File: config.mk
export PLATFORM = sky130hd
export DESIGN_NAME = key_event_decoder
export DESIGN_NICKNAME = d
export VERILOG_FILES = /design/src/rtl/key_event_decoder.sv
export SDC_FILE = /design/constraint.sdc
export NUM_CORES = 1
export LEC_CHECK = 0
export CAP_MARGIN = 25
export CORE_ASPECT_RATIO = 1.1
export CORE_MARGIN = 1.5
export CORE_UTILIZATION = 40
export DETAILED_ROUTE_END_ITERATION = 16
export PLACE_DENSITY = 0.57
export RECOVER_POWER = 25
export SYNTH_ARGS = -nofsm -noshare
export SYNTH_HDL_FRONTEND = slang
export SYNTH_SLANG_ARGS = --single-unit
File: constraint.sdc
create_clock -name clk -period 3.1 [get_ports clk]
set_input_delay 0.465 -clock clk [delete_from_list [all_inputs] [get_ports clk]]
set_output_delay 0.465 -clock clk [all_outputs]
set_load 0.01 [all_outputs]
File: src/rtl/key_event_decoder.sv
// Turns debounced key activity into single/double/long/repeat event strobes.
// One FSM with a shared timing counter; all outputs are registered.
module key_event_decoder #(
  parameter int CNT_W       = 26,
  parameter int LONG_CYC    = 50_000_000,
  parameter int DBL_WIN_CYC = 15_000_000,
  parameter int REPEAT_CYC  = 10_000_000
) (
  input  logic       clk,
  input  logic       rst,
  input  logic       key_flag,
  input  logic       key_state,
  output logic       evt_valid,
  output logic [1:0] evt_code,
  output logic       busy
);

  typedef enum logic [2:0] {
    IDLE   = 3'd0,
    PRESS1 = 3'd1,
    WAIT2  = 3'd2,
    PRESS2 = 3'd3,
    LONG   = 3'd4
  } state_t;

  typedef enum logic [1:0] {
    EVT_SINGLE = 2'b00,
    EVT_DOUBLE = 2'b01,
    EVT_LONG   = 2'b10,
    EVT_REPEAT = 2'b11
  } evt_t;

  localparam logic [CNT_W-1:0] LONG_LAST = CNT_W'(LONG_CYC - 1);
  localparam logic [CNT_W-1:0] DBL_LAST  = CNT_W'(DBL_WIN_CYC - 1);
  localparam logic [CNT_W-1:0] REP_LAST  = CNT_W'(REPEAT_CYC - 1);
  localparam logic [CNT_W-1:0] CNT_ONE   = CNT_W'(1);

  state_t           state;
  logic [CNT_W-1:0] cnt;
  logic             key_state_d;
  logic             rel;

  // Only the falling edge of the debounced level counts as a release.
  assign rel = key_state_d & ~key_state;

  // NOTE: every register below uses <= so each branch reads the values from
  // before this edge; blocking assignments here would make later branches see
  // half-updated state.
  always_ff @(posedge clk or negedge rst) begin
    if (!rst) begin
      state       <= IDLE;
      cnt         <= '0;
      key_state_d <= 1'b0;
      evt_valid   <= 1'b0;
      evt_code    <= EVT_SINGLE;
      busy        <= 1'b0;
    end else begin
      key_state_d <= key_state;
      evt_valid   <= 1'b0;

      case (state)
        // IDLE and PRESS2 have no timeout, so cnt is parked at 0 there
        // rather than free-running toward a wrap.
        IDLE: begin
          cnt <= '0;
          if (key_flag) begin
            state <= PRESS1;
            busy  <= 1'b1;
          end
        end

        PRESS1: begin
          if (rel) begin
            state <= WAIT2;
            cnt   <= '0;
          end else if (cnt == LONG_LAST) begin
            state     <= LONG;
            cnt       <= '0;
            evt_valid <= 1'b1;
            evt_code  <= EVT_LONG;
          end else begin
            cnt <= cnt + CNT_ONE;
          end
        end

        WAIT2: begin
          if (key_flag) begin
            state     <= PRESS2;
            cnt       <= '0;
            evt_valid <= 1'b1;
            evt_code  <= EVT_DOUBLE;
          end else if (cnt == DBL_LAST) begin
            state     <= IDLE;
            cnt       <= '0;
            busy      <= 1'b0;
            evt_valid <= 1'b1;
            evt_code  <= EVT_SINGLE;
          end else begin
            cnt <= cnt + CNT_ONE;
          end
        end

        PRESS2: begin
          cnt <= '0;
          if (rel) begin
            state <= IDLE;
            busy  <= 1'b0;
          end
        end

        LONG: begin
          if (rel) begin
            state <= IDLE;
            cnt   <= '0;
            busy  <= 1'b0;
          end else if (cnt == REP_LAST) begin
            cnt       <= '0;
            evt_valid <= 1'b1;
            evt_code  <= EVT_REPEAT;
          end else begin
            cnt <= cnt + CNT_ONE;
          end
        end

        default: begin
          state <= IDLE;
          cnt   <= '0;
          busy  <= 1'b0;
        end
      endcase
    end
  end

endmodule

==> summary.txt <==
Global routing
  – GRT overflow: 0
  – First-pass GRT wire length: 6.64 mm
  – Initial antenna violation count: 0
  – Vias in the first global route: 1408
  – Largest net degree at the start of global routing: 35
  – GRT Util Overall: between 10% and 20%

STA
  – RSZ-0062 raised after global routing: no
  – Measured slew at the worst slew-check pin: approximately 1.9 ns
  – Final min period: roughly 2.5 ns
  – Fmax: about 0.40 GHz
  – Setup TNS: 0 ns
  – Final Hold Vio Count: 0
  – Crit share post-route: ~80%
  – Final setup violating endpoints: 0
  – Layout Skew: around 0.0043 ns
  – Slew headroom: -23.7%
  – Slew Viols, Final: 35

CTS
  – Root Buffer Master: clkbuf_8
  – Max Root-Sink Buffers: 2
  – Num CTS Buffers: 5
  – Worst-path clk slew: about 0.07 ns
  – H-tree Lvls: 2
  – CTS Hold Bufs: 0
  – Worst-Skew Late Latency: just under 0.3 ns
  – Sink Count: 34
  – PostCTS Resize Cnt: 0
  – CTS tree: built
  – # Post-CTS Setup Buffers: 0

Placed design
  – Placed Instances: ~250
  – Port-buffer cells: 7
  – HPWL Detailed: 2.71 mm
  – Placer congestion estimate: ~0.82

Die
  – Core area: ~4400 um^2
  – DIE AREA: a little over 5000 um^2
  – Die width: around 68 um
  – Chip height: 74.4 um
  – I/O pins: 8
  – Initial Utilization: 42.3%
  – # rows: 25

Final layout
  – Finished Layout Cells: 257
  – Share of cells above drive strength 1: just under 8%
  – Ant. Diodes: 0
  – Synth-to-Final Area Change: 12.2%
  – NumNets Final: 207
  – Util after Layout: 47.5%

Yosys
  – Synth warnings: 0
  – Yosys top cell area share: between 40% and 50%
  – Synth Instances: 190
  – Seq/Total Area, Yosys: a little under half
  – Top cells by area, synth: dfrtp_1, xor2_1, nor2_1
  – Most frequent cell after synthesis: dfrtp_1
  – Most frequent cells after synthesis: dfrtp_1, nor2_1, xor2_1
  – Cell variety after synth: 41
  – Syn Area/Cell: approximately 9.8 um^2
  – Share of synthesized registers carrying an async set or reset: 100%
  – Cell area after synthesis: around 1900 um^2
  – Synthesized netlist net count: ~200
  – Biggest area consumer among synthesized cells: dfrtp_1
  – Post-synth EDFFs: 0
  – Seq cells post-synth: 34
  – Main flop type after synthesis: dfrtp_1

Drt
  – Total number of vias: 1400
  – DRC Markers: 0
  – DRT Pass-1 Iters: 4
  – WL per Instance: 14.8 um
  – Drt total wl: around 3.8 mm
  – Antenna viol nets, final: 0
  – Initial DRC Count: between 60 and 70
  – Vias per cell: ~5.4

Critical path
  – CP Launch Type: flop
  – Critical path peak fanout: 15
  – Worst path arrival time: between 2 and 3 ns
  – Worst EP required: 3.29 ns
  – Crit Path Category: flop to flop
  – CP endpoint kind: flop

Job
  – Maxcap violations: 1

Outcome
  – Violated checks: max-capacitance violations, max-slew violations
  – Outcome: finished with violations

Worst hold path
  – Hold crit path type: flop to flop

Power
  – Leak: around 0.86 nW
  – Pwr dens: 523 nW/um^2
  – Total power: 0.00109 W
  – Peak VDD IR: around 170 uV
metrics by stage:
step	hold WS (ns)	setup WS [ns]	area (um^2)
after floorplan	0.169	0.956	1850
after global placement	0.450	0.408	1980
after detailed placement	0.460	0.332	1980
after CTS	0.471	0.365	2070
after global routing	0.507	0.446	2080
final	0.470	0.617	2080
power breakdown:
part / total, W / leakage, nW / internal [W] / switching (W)
clock: 0.000343 / 0.0482 / 0.000179 / 0.000164
sequential: 0.000525 / 0.459 / 0.000483 / 0.0000421
combinational: 0.000219 / 0.351 / 0.000101 / 0.000117
total: 0.00109 / 0.858 / 0.000763 / 0.000323
worst max-delay path, stage by stage, from the launching register on:
cell	delay [ns]
dfrtp_1	0.43
or4b_4	0.56
nor4_4	0.30
nand4_2	0.21
a211oi_4	0.58
buf_8	0.23
nor2_1	0.06
path summary, 6_finish.rpt:
check | slack, ns | cells after the start | start | endpoint
max | 0.62 | 6 | cnt[7] | cnt[6]
max reg2reg | 0.62 | 6 | cnt[7] | cnt[6]
min | 0.47 | 1 | cnt[0] | cnt[0]
min reg2reg | 0.47 | 1 | cnt[0] | cnt[0]
max in group asynchronous | 0.82 | 2 | rst | cnt[1]
min in group asynchronous | 1.22 | 2 | rst | cnt[23]
cells by family (layout without fill, tap and decap cells):
| kind of cell | after synthesis | count (layout) | share of synthesized area, % |
|---|---|---|---|
| AO/OA/AOI/OAI | 17 | 17 | 6.55 |
| buffers and inverters | 10 | 23 | 2.84 |
| multiplexers | 1 | 1 | 0.608 |
| XOR/XNOR | 25 | 25 | 11.8 |
| adder cells (fa/ha/maj) | 1 | 1 | 0.675 |
| AND/OR/NAND/NOR | 102 | 102 | 31.6 |
| flip-flops | 34 | 34 | 45.9 |
routing by layer:
| metal | track usage, % | vias to the layer above | wire length [um] |
|---|---|---|---|
| li1 | - | 692 | - |
| met1 | 22.0 | 684 | 1730 |
| met2 | 30.0 | 19 | 1880 |
| met3 | 5.45 | 5 | 139 |
| met4 | 6.00 | 0 | 44 |
| met5 | 0 | - | 0 |
registers in the layout, summed over array words and instances (netlist names):
signal / count
cnt: 26
busy: 1
state: 3
evt_code: 2
evt_valid: 1
key_state_d: 1
placed cells by master, fill, tap and decap left out, drive strengths merged, types with 6 or more instances in the layout:
master  instances
dfrtp          34
xor2           17
clkbuf          8
nor2           28
nand4          11
nand3           8
and2            6
a21oi           6
xnor2           8
nand2          14
cell type report:
class,count,area (um^2)
tap,54,67.6
multi-input combinational,146,950
sequential,34,851
fill,452,2300
clock buffer,7,86.3
timing repair buffer,11,104
inverter,4,15.0
clock inverter,1,5.00
No activity file was read; power rests on OpenSTA's default activity.
